## config.mk

```make
export PLATFORM = sky130hd
export DESIGN_NAME = adc_spi_read
export DESIGN_NICKNAME = d
export VERILOG_FILES = /design/src/rtl/adc_spi_read_pkg.sv /design/src/rtl/adc_sclk_gen.sv /design/src/rtl/adc_spi_read.sv
export SDC_FILE = /design/constraint.sdc
export NUM_CORES = 1
export LEC_CHECK = 0
export BUFFER_PORTS_ARGS = -buffer_cell sky130_fd_sc_hd__buf_2
export CORE_MARGIN = 2
export CORE_UTILIZATION = 30
export CTS_BUF_LIST = sky130_fd_sc_hd__clkbuf_8
export DETAILED_ROUTE_END_ITERATION = 16
export PLACE_DENSITY = 0.45
export SYNTH_ARGS = -nofsm -noshare
export SYNTH_HDL_FRONTEND = slang
export SYNTH_SLANG_ARGS = --single-unit
export TNS_END_PERCENT = 30
```

## constraint.sdc

```tcl
create_clock -name clk -period 2.03 [get_ports clk]
set_input_delay 0.203 -clock clk [delete_from_list [all_inputs] [get_ports clk]]
set_output_delay 0.203 -clock clk [all_outputs]
set_load 0.005 [all_outputs]
```

## src/rtl/adc_spi_read_pkg.sv

```systemverilog
`default_nettype none
// ============================================================================
// Module      : adc_spi_read_pkg
// Description : Shared types, default parameter values and the counter-width
//               helper for the serial ADC read controller.
// Revision    : 1.0 - initial release
// ============================================================================
package adc_spi_read_pkg;

    // Default frame geometry
    localparam int c_DEF_DATA_W   = 16;
    localparam int c_DEF_CLK_DIV  = 2;
    localparam int c_DEF_CS_SETUP = 2;
    localparam int c_DEF_QUIET    = 4;

    // Frame controller states
    typedef enum logic [1:0] {
        ST_IDLE  = 2'd0,
        ST_SETUP = 2'd1,
        ST_SHIFT = 2'd2,
        ST_QUIET = 2'd3
    } state_t;

    // Width of a counter that must reach the largest of the four limits
    // inclusive (the bit counter compares against DATA_W itself).
    function automatic int cnt_width(input int a, input int b, input int c, input int d);
        int m;
        m = a;
        if (b > m) m = b;
        if (c > m) m = c;
        if (d > m) m = d;
        return $clog2(m + 1);
    endfunction

endpackage
`default_nettype wire

```

## src/rtl/adc_sclk_gen.sv

```systemverilog
`default_nettype none
// ============================================================================
// Module      : adc_sclk_gen
// Description : Serial clock generator (CPOL=1). A kick forces the first
//               falling edge; while enabled the clock toggles every CLK_DIV
//               cycles; otherwise it idles high. Rise/fall strobes are
//               combinational and coincide with the clk edge that moves SCLK.
// Revision    : 1.0 - initial release
// ============================================================================
module adc_sclk_gen
    import adc_spi_read_pkg::*;
#(
    parameter int CLK_DIV = c_DEF_CLK_DIV,
    parameter int CNT_W   = 2
) (
    input  logic clk,
    input  logic rst,
    input  logic kick,
    input  logic en,
    output logic adc_sclk,
    output logic rise_strobe,
    output logic fall_strobe
);

    localparam logic [CNT_W-1:0] c_DIV_LAST = CNT_W'(CLK_DIV - 1);

    logic [CNT_W-1:0] r_div_cnt;
    logic             r_sclk;
    logic             w_wrap;

    assign w_wrap      = en && (r_div_cnt == c_DIV_LAST);
    assign rise_strobe = w_wrap && !r_sclk;
    assign fall_strobe = kick || (w_wrap && r_sclk);
    assign adc_sclk    = r_sclk;

    // Half-period divider and SCLK level
    always_ff @(posedge clk) begin
        if (rst) begin
            r_div_cnt <= '0;
            r_sclk    <= 1'b1;
        end else if (kick) begin
            r_div_cnt <= '0;
            r_sclk    <= 1'b0;
        end else if (en) begin
            if (w_wrap) begin
                r_div_cnt <= '0;
                r_sclk    <= ~r_sclk;
            end else begin
                r_div_cnt <= r_div_cnt + CNT_W'(1);
            end
        end else begin
            r_div_cnt <= '0;
            r_sclk    <= 1'b1;
        end
    end

endmodule
`default_nettype wire

```

## src/rtl/adc_spi_read.sv

```systemverilog
`default_nettype none
// ============================================================================
// Module      : adc_spi_read
// Description : Runs one SPI read frame (CPOL=1, MSB first) per accepted
//               start strobe, presents the word with a one-cycle valid pulse
//               and flags strobes that arrive while a frame is in progress.
// Revision    : 1.0 - initial release
// ============================================================================
module adc_spi_read
    import adc_spi_read_pkg::*;
#(
    parameter int DATA_W   = c_DEF_DATA_W,
    parameter int CLK_DIV  = c_DEF_CLK_DIV,
    parameter int CS_SETUP = c_DEF_CS_SETUP,
    parameter int QUIET    = c_DEF_QUIET
) (
    input  logic              clk,
    input  logic              rst,
    input  logic              start,
    input  logic              adc_sdo,
    output logic              adc_cs_n,
    output logic              adc_sclk,
    output logic [DATA_W-1:0] data,
    output logic              data_valid,
    output logic              busy,
    output logic              overrun
);

    localparam int                 c_CNT_W      = cnt_width(CS_SETUP, QUIET, CLK_DIV, DATA_W);
    localparam logic [c_CNT_W-1:0] c_SETUP_LAST = c_CNT_W'(CS_SETUP - 1);
    localparam logic [c_CNT_W-1:0] c_QUIET_LAST = c_CNT_W'(QUIET - 1);
    localparam logic [c_CNT_W-1:0] c_BITS       = c_CNT_W'(DATA_W);

    state_t              r_state;
    state_t              w_state_nxt;
    logic [c_CNT_W-1:0]  r_cnt;
    logic [c_CNT_W-1:0]  r_bit_cnt;
    logic [DATA_W-1:0]   r_shift;
    logic [DATA_W-1:0]   r_data;
    logic                r_valid;
    logic                r_overrun;
    logic                r_cs_n;

    logic [c_CNT_W-1:0]  w_cnt_nxt;
    logic [c_CNT_W-1:0]  w_bit_cnt_nxt;
    logic [DATA_W-1:0]   w_shift_nxt;
    logic [DATA_W-1:0]   w_data_nxt;
    logic                w_valid_nxt;
    logic                w_overrun_nxt;
    logic                w_cs_n_nxt;

    logic                w_rise;
    logic                w_fall;
    logic                w_setup_done;
    logic                w_quiet_done;
    logic                w_last;
    logic [DATA_W-1:0]   w_word;

    // The bit counter counts SCLK falls, so the rise that follows the
    // DATA_W-th fall carries the last bit of the frame.
    assign w_setup_done = (r_state == ST_SETUP) && (r_cnt == c_SETUP_LAST);
    assign w_quiet_done = (r_state == ST_QUIET) && (r_cnt == c_QUIET_LAST);
    assign w_last       = (r_state == ST_SHIFT) && w_rise && (r_bit_cnt == c_BITS);
    assign w_word       = {r_shift[DATA_W-2:0], adc_sdo};

    adc_sclk_gen #(
        .CLK_DIV (CLK_DIV),
        .CNT_W   (c_CNT_W)
    ) u_sclk_gen (
        .clk         (clk),
        .rst         (rst),
        .kick        (w_setup_done),
        .en          (r_state == ST_SHIFT),
        .adc_sclk    (adc_sclk),
        .rise_strobe (w_rise),
        .fall_strobe (w_fall)
    );

    // State register
    always_ff @(posedge clk) begin
        if (rst) r_state <= ST_IDLE;
        else     r_state <= w_state_nxt;
    end

    // Next-state decode
    always_comb begin
        w_state_nxt = r_state;
        case (r_state)
            ST_IDLE:  if (start)        w_state_nxt = ST_SETUP;
            ST_SETUP: if (w_setup_done) w_state_nxt = ST_SHIFT;
            ST_SHIFT: if (w_last)       w_state_nxt = ST_QUIET;
            ST_QUIET: if (w_quiet_done) w_state_nxt = ST_IDLE;
            default:                    w_state_nxt = ST_IDLE;
        endcase
    end

    // Next values of counters, shift register and registered outputs
    always_comb begin
        w_cs_n_nxt    = r_cs_n;
        w_cnt_nxt     = r_cnt;
        w_bit_cnt_nxt = r_bit_cnt;
        w_shift_nxt   = r_shift;
        w_data_nxt    = r_data;
        w_valid_nxt   = 1'b0;
        w_overrun_nxt = start && (r_state != ST_IDLE);
        if (w_fall) w_bit_cnt_nxt = r_bit_cnt + c_CNT_W'(1);
        case (r_state)
            ST_IDLE: begin
                if (start) begin
                    w_cs_n_nxt    = 1'b0;
                    w_cnt_nxt     = '0;
                    w_bit_cnt_nxt = '0;
                end
            end
            ST_SETUP: begin
                w_cnt_nxt = w_setup_done ? '0 : r_cnt + c_CNT_W'(1);
            end
            ST_SHIFT: begin
                if (w_rise) begin
                    w_shift_nxt = w_word;
                    if (w_last) begin
                        w_data_nxt  = w_word;
                        w_valid_nxt = 1'b1;
                        w_cs_n_nxt  = 1'b1;
                        w_cnt_nxt   = '0;
                    end
                end
            end
            ST_QUIET: begin
                w_cnt_nxt = w_quiet_done ? '0 : r_cnt + c_CNT_W'(1);
            end
            default: ;
        endcase
    end

    // Datapath and output registers
    always_ff @(posedge clk) begin
        if (rst) begin
            r_cs_n    <= 1'b1;
            r_cnt     <= '0;
            r_bit_cnt <= '0;
            r_shift   <= '0;
            r_data    <= '0;
            r_valid   <= 1'b0;
            r_overrun <= 1'b0;
        end else begin
            r_cs_n    <= w_cs_n_nxt;
            r_cnt     <= w_cnt_nxt;
            r_bit_cnt <= w_bit_cnt_nxt;
            r_shift   <= w_shift_nxt;
            r_data    <= w_data_nxt;
            r_valid   <= w_valid_nxt;
            r_overrun <= w_overrun_nxt;
        end
    end

    assign adc_cs_n   = r_cs_n;
    assign data       = r_data;
    assign data_valid = r_valid;
    assign overrun    = r_overrun;
    assign busy       = (r_state != ST_IDLE);

endmodule
`default_nettype wire

```

==> impl_metrics.csv, run 1 <==
group,metric,value,unit
outcome,status,"completed",
logic_synthesis,synth.most_common_cell,"dfxtp_1",
logic_synthesis,netlist_top_cells_area,"dfxtp_1, mux2i_1, nor2_1",
setup_path,r2r_slack,0.09,ns
power,swShare,30.9,%
logic_synthesis,synth_top_family_by_area,"simple AND/OR/NAND/NOR gates",
finish,n_fill_cell,787,
logic_synthesis,synth-seq-cells,52,
setup_path,critPathKind,"reg -> reg",
power,p_sw,0.698,mW
timing,worst_pin_slew,0.461,ns
grt,grt_max_degree,40,
grt,grt_overflow,0,
timing,setup_violations,0,
routing,wl_met2,1900,um
die,dieWidth,89.0,um
clock_tree,cts_buffers,5,
placement,globalplace.congestion,0.713,
logic_synthesis,synth-edff-count,0,
power,p_clk_share,26.9,%
worst_hold_path,worstHoldStart,"adc_sdo",
clock_tree,cts_tree,"done",
power,internal_power,1.56,mW
routing,drtIter0Drc,79,
setup_path,r2r-end,"r_state[1]",
routing,vias,1597,
logic_synthesis,synth_compound_area_share,8.82,%
setup_path,r2r_start,"r_cnt[1]",
worst_hold_path,hold_path_class,"in -> reg",
logic_synthesis,synthDistinctLibCells,36,
clock_tree,htree_num_levels,2,
setup_path,cp-start-kind,"flop",
routing,routed.top_layer,"met4",
routing,wirelength,4320,um
logic_synthesis,muxShareOfSynthArea,14.8,%
clock_tree,clock_sinks,52,
timing,period_share,95.7,%
routing,dr_wl_met3,171,um
grt,grt_pass1_vias,1456,
setup_path,endpoint_kind,"flop",
routing,vias_per_cell,4.51,
logic_synthesis,yosys.area.top_type_share,48.0,%
placement,pre_cts_slack,0.0527,ns
logic_synthesis,yosys.area_share.simple,16.8,%
setup_path,cp.required,2.26,ns
logic_synthesis,synth.largest_area_cell,"dfxtp_1",
timing,fmax,0.515,GHz
finish,drive_gt1_share,19.6,%
power,max-vdd-ir-drop,0.276,mV
grt,antenna_found_initial,0,
clock_tree,cts.path.max_buffers,2,
timing,clock_skew,0.00779,ns
logic_synthesis,ys_seq_area_share,48.0,%
die,start_util,30.4,%
logic_synthesis,synthesis.area_per_instance,9.86,um^2
logic_synthesis,synth_cells,220,
finish,n_antenna_cell,0,
clock_tree,cts_root_buf,"clkbuf_8",
routing,ant_nets,0,
logic_synthesis,synth-xor-area-share,2.02,%
finish,final_nets,268,
worst_hold_path,hold-path-endpoint,"data[0]",
die,rows,31,
die,coreArea,7140,um^2
logic_synthesis,async_reset_ff_share,0,%
routing,wl_met1,2170,um
die,die_h,89.0,um
grt,grt_usage,11.9,%
worst_hold_path,hold_depth,3,
die,io_pins,25,
clock_tree,path_clk_slew,0.10,ns
die,die_area,7930,um^2
setup_path,worst_r2r_path_depth,6,
power,power.density,880,nW/um^2
timing,report.final.slew_viol_count,0,
routing,drcViolationCount,0,
routing,post_drt_wl_per_cell,12.2,um
timing,maxSlewHeadroom,69.2,%
clock_tree,cts_setup_buffers,0,
routing,first_pass_iters,4,
logic_synthesis,ys.flop_type,"dfxtp_1",
run,cap_violations,0,
power,pwr-share-comb,24.5,%
logic_synthesis,syn_nets,234,
placement,place_hpwl,2970,um
finish,syn_to_final_growth,18.3,%
logic_synthesis,synth_commonest_cells,"dfxtp_1, nor2_1, mux2i_1, inv_1, ha_1",
timing,setup_ws,0.0865,ns
timing,post-route-min-period,1.94,ns
logic_synthesis,yosysWarningCount,0,
logic_synthesis,synth_fa_ha_area_share,5.77,%
timing,setup_tns,0,ns
setup_path,worstPathArrival,2.17,ns
power,p_leak,1.25,nW
placement,io_buffers,24,
logic_synthesis,syn-cell-area,2170,um^2
grt,grt_pass1_wl,7230,um
setup_path,critical_path.max_fanout,5,
timing,report.final.hold_viol_count,0,
power,seqPwrFrac,48.6,%
clock_tree,worst_skew_pair.late_latency,0.31,ns
==> state kept, by name (all words and copies together), names as in the netlist <==
| signal | flops |
|---|---|
| r_shift | 15 |
| overrun | 1 |
| u_sclk_gen.r_div_cnt | 5 |
| r_cnt | 5 |
| data | 16 |
| data_valid | 1 |
| r_state | 2 |
| r_bit_cnt | 5 |
| u_sclk_gen.adc_sclk | 1 |
| adc_cs_n | 1 |
==> power groups by stage <==
| stage | Sequential [mW] | Clock (mW) | Combinational (mW) |
|---|---|---|---|
| after floorplan | 1.12 | 0 | 0.337 |
| after global placement | 1.12 | 0 | 0.539 |
| after detailed placement | 1.12 | 0 | 0.536 |
| after CTS | 1.10 | 0.645 | 0.538 |
| after global routing | 1.11 | 0.687 | 0.617 |
| final | 1.10 | 0.608 | 0.553 |
==> worst max path at each step <==
| stage | slack, ns | endpoint | cells past startpoint | from |
|---|---|---|---|---|
| finish | 0.09 | r_state[1] | 6 | r_cnt[1] |
| global route | -0.006 | r_state[1] | 6 | r_bit_cnt[0] |
| detailed placement | 0.05 | r_state[1] | 5 | r_cnt[0] |
| global placement | 0.11 | r_state[1] | 5 | r_cnt[0] |
| CTS | 0.03 | r_state[1] | 5 | r_cnt[0] |
| floorplan | 0.17 | r_state[1] | 5 | r_cnt[0] |
==> stage by stage <==
step	power (mW)	util, %	instance area, um^2	hold WS (ns)	instances
floorplan	1.45	-	2170	0.347	220
global placement	1.66	34.5	2460	0.451	346
detailed placement	1.66	34.5	2460	0.453	346
CTS	2.28	35.8	2550	0.132	354
global route	2.41	36.0	2570	0.133	354
finish	2.26	36.0	2570	0.142	354
==> kinds of logic after synthesis <==
kind of cell	Yosys count
xor gates and xnor gates	5
DFF	52
AOI/OAI and AO/OA	25
adders and majority gates	10
buffers and inverters	21
and+or+nand+nor	75
muxes	32
==> metal layers <==
layer,GRT usage (%),vias to the layer above
li1,-,830
met1,16.9,733
met2,17.4,28
met3,2.77,6
met4,4.88,0
met5,0,-
==> final cells by class <==
class / instances / area, um^2 / share of cell area, %
tap: 99 / 124 / 4.82
clock buffer: 5 / 68.8 / 2.68
timing repair buffer: 35 / 203 / 7.89
clock inverter: 3 / 22.5 / 0.877
sequential: 52 / 1040 / 40.6
inverter: 13 / 48.8 / 1.90
multi-input combinational: 147 / 1060 / 41.2
==> placed cells by master, fill, tap and decap left out, drive strengths merged, types with 4 or more instances in the layout <==
cell and count:
a21oi 4, ha 10, o21ai 5, nor2 43
clkbuf 5, nor3 5, mux2i 32, inv 13
nand2 8, nand3 6, buf 35, dfxtp 52
==> worst max-delay path, stage by stage, from the launching register on <==
cell	delay [ns]
dfxtp_1	0.35
inv_1	0.06
ha_1	0.14
or4b_1	0.48
a22o_4	0.29
or4_1	0.46
o31ai_1	0.08
==> timing repair <==
| item | CTS | global route |
|---|---|---|
| endpoints found under the setup margin | 0 | 5 |
| hold buffers | 0 | 0 |
| gates resized for setup | 0 | 3 |
Power figures use the tool's default switching activity.
==> run 2: changes to the inputs <==
--- a/config.mk
+++ b/config.mk
@@ -10,8 +10,9 @@
 export CORE_UTILIZATION = 30
 export CTS_BUF_LIST = sky130_fd_sc_hd__clkbuf_8
 export DETAILED_ROUTE_END_ITERATION = 16
-export PLACE_DENSITY = 0.45
+export PLACE_DENSITY = 0.52
 export SYNTH_ARGS = -nofsm -noshare
 export SYNTH_HDL_FRONTEND = slang
+export SYNTH_HIERARCHICAL = 1
 export SYNTH_SLANG_ARGS = --single-unit
 export TNS_END_PERCENT = 30
==> impl_metrics.csv, run 2 <==
group,metric,value,unit
logic_synthesis,synthDistinctLibCells,34,
setup_path,cp_slowest_cell,"or4_1",
timing,report.final.slew_viol_count,0,
clock_tree,cts_root_buf,"clkbuf_8",
timing,fmax,0.519,GHz
timing,setup_ws,0.103,ns
timing,setup_violations,0,
logic_synthesis,syn-cell-area,2160,um^2
worst_hold_path,hold_path_class,"in -> reg",
setup_path,cp.required,2.27,ns
clock_tree,htree_num_levels,2,
worst_hold_path,worstHoldStart,"adc_sdo",
routing,post_drt_wl_per_cell,10.7,um
setup_path,cp_cell_sequence,"inv_1 > ha_1 > nor4b_4 > nand2_1 > nor2_2 > nand2b_4 > o221ai_4 > or4_1 > a21oi_1",
grt,grt_overflow,0,
setup_path,cp-start-kind,"flop",
routing,vias,1776,
placement,io_buffers,24,
finish,n_fill_cell,714,
die,rows,30,
logic_synthesis,synth.most_common_cell,"nand2_1",
worst_hold_path,hold-path-endpoint,"r_shift[0]",
clock_tree,cts_buffers,5,
timing,post-route-min-period,1.93,ns
logic_synthesis,synth-seq-cells,52,
routing,ant_nets,0,
finish,final_cells,388,
die,start_util,31.5,%
routing,drtIter0Drc,100,
placement,globalplace.congestion,0.751,
setup_path,critical_path.max_fanout,6,
routing,vias_per_cell,4.58,
die,die_h,88.9,um
routing,wirelength,4150,um
setup_path,startpoint,"u_sclk_gen/r_div_cnt[1]",
clock_tree,path_clk_slew,0.09,ns
power,max-vdd-ir-drop,0.371,mV
logic_synthesis,synthesis.area_per_instance,8.41,um^2
placement,pre_cts_slack,0.0246,ns
logic_synthesis,yosys.area.top_type_share,48.1,%
finish,fin_area,2640,um^2
clock_tree,cts_hold_buffers,0,
finish,final_common_cell,"nand2_1",
grt,grt_pass1_vias,1579,
finish,largest_register_ffs,16,
setup_path,r2r_start,"u_sclk_gen/r_div_cnt[1]",
die,coreArea,6870,um^2
finish,drive_gt1_share,17.8,%
logic_synthesis,synth.largest_area_cell,"dfxtp_1",
timing,setup_tns,0,ns
setup_path,crit_family,"simple AND/OR/NAND/NOR gates",
timing,worst_pin_slew,0.585,ns
placement,dp_cells,377,
logic_synthesis,ys_seq_area_share,48.1,%
timing,report.final.hold_viol_count,0,
grt,antenna_found_initial,0,
placement,post_dp_cell_area,2450,um^2
logic_synthesis,syn_nets,272,
power,p_leak,0.998,nW
grt,grt_max_degree,35,
setup_path,r2r_slack,0.10,ns
setup_path,critPathBufInv,1,
finish,final_nets,306,
routing,first_pass_iters,4,
die,die_area,7900,um^2
timing,maxSlewHeadroom,61.0,%
grt,grt_usage,11.0,%
run,cap_violations,0,
logic_synthesis,synth-edff-count,0,
timing,clock_skew,0.00668,ns
power,power.density,964,nW/um^2
setup_path,worstPathArrival,2.16,ns
die,io_pins,25,
setup_path,worst_r2r_path_depth,9,
finish,syn_to_final_growth,22.0,%
routing,drcViolationCount,0,
clock_tree,worst_skew_pair.late_latency,0.30,ns
setup_path,cp_num_cells,9,
timing,period_share,94.9,%
placement,place_hpwl,2850,um
finish,n_antenna_cell,0,
clock_tree,clock_sinks,52,
finish,mostFrequentLayoutCells,"nand2_1, dfxtp_1, a21oi_1",
worst_hold_path,hold_depth,3,
setup_path,endpoint_kind,"flop",
clock_tree,cts_tree,"done",
setup_path,cpPeakStageDelay,0.52,ns
logic_synthesis,netlist_top_cells_area,"dfxtp_1, nand2_1, a21oi_1",
logic_synthesis,synth_cells,257,
outcome,status,"completed",
logic_synthesis,synth_commonest_cells,"nand2_1, dfxtp_1, a21oi_1, nor2_1",
grt,grt_pass1_wl,6850,um
setup_path,r2r-end,"r_cnt[3]",
die,dieWidth,88.9,um
logic_synthesis,async_reset_ff_share,0,%
logic_synthesis,yosysWarningCount,6,
setup_path,critPathKind,"reg -> reg",
logic_synthesis,ys.flop_type,"dfxtp_1",
clock_tree,cts.path.max_buffers,2,
## run 2: cell types whose count changed in the layout (fill, tap and decap cells not counted), moves of 3 or more
cell,change
mux2i_1,-31
a21oi_1,+29
nand3b_1,+4
xor2_1,+3
nand2b_1,+3
nor2_1,-27
nor3_1,-4
nand2_1,+62
## run 2: timing repair
action / in CTS / in global routing
endpoints found under the setup margin: 0 / 6
resized for setup: 0 / 5
hold endpoints to repair: 0 / 0
setup buffers: 0 / 2
## run 2: layout make-up
cell class	count	area, um^2	area share, %
timing repair buffer	38	238	9.01
clock inverter	3	68.8	2.61
clock buffer	5	68.8	2.61
multi-input combinational	183	1060	40.2
sequential	52	1040	39.5
tap	96	120	4.55
inverter	11	41.3	1.56
## run 2: report_power, final
group          switching (mW)  internal, mW  total (mW)
combinational           0.335         0.271       0.606
sequential             0.0376          1.06        1.10
clock                   0.341         0.496       0.837
total                   0.714          1.83        2.54
## run 2: cell families (layout without fill, tap and decap cells)
| group | count (synthesis) | count (layout) | share of synthesized area (%) |
|---|---|---|---|
| flip-flops | 52 | 52 | 48.1 |
| AND/OR/NAND/NOR | 117 | 117 | 25.3 |
| XOR/XNOR | 7 | 7 | 2.84 |
| buffers and inverters | 23 | 57 | 4.46 |
| multiplexers | 1 | 1 | 0.463 |
| AO/OA/AOI/OAI | 46 | 47 | 12.4 |
| adder cells (fa/ha/maj) | 11 | 11 | 6.37 |
## run 2: layer usage
layer	track usage, %	routed length [um]	vias up
met1	13.8	2010	821
met2	18.6	1980	24
li1	-	-	926
met3	2.77	130	5
met5	0	0	-
met4	3.17	27	0
## run 2: worst max-delay path by stage
stage,to,slack [ns]
floorplan,data[15],0.06
global placement,r_cnt[4],0.08
detailed placement,r_cnt[4],0.02
CTS,r_cnt[3],0.01
global route,r_cnt[3],-0.02
finish,r_cnt[3],0.10
## run 2: tightest hold or removal path: stages
cell	delay [ns]
buf_2	0.10
nand2_1	0.05
a21oi_1	0.05
## run 2: per-stage QoR
| step | utilization, % | total power, mW | hold WS, ns |
|---|---|---|---|
| floorplan | - | 1.47 | 0.339 |
| global route | 38.4 | 2.69 | 0.139 |
| finish | 38.4 | 2.54 | 0.150 |
| CTS | 37.7 | 2.48 | 0.136 |
| global placement | 35.7 | 1.63 | 0.439 |
| detailed placement | 35.7 | 1.63 | 0.445 |
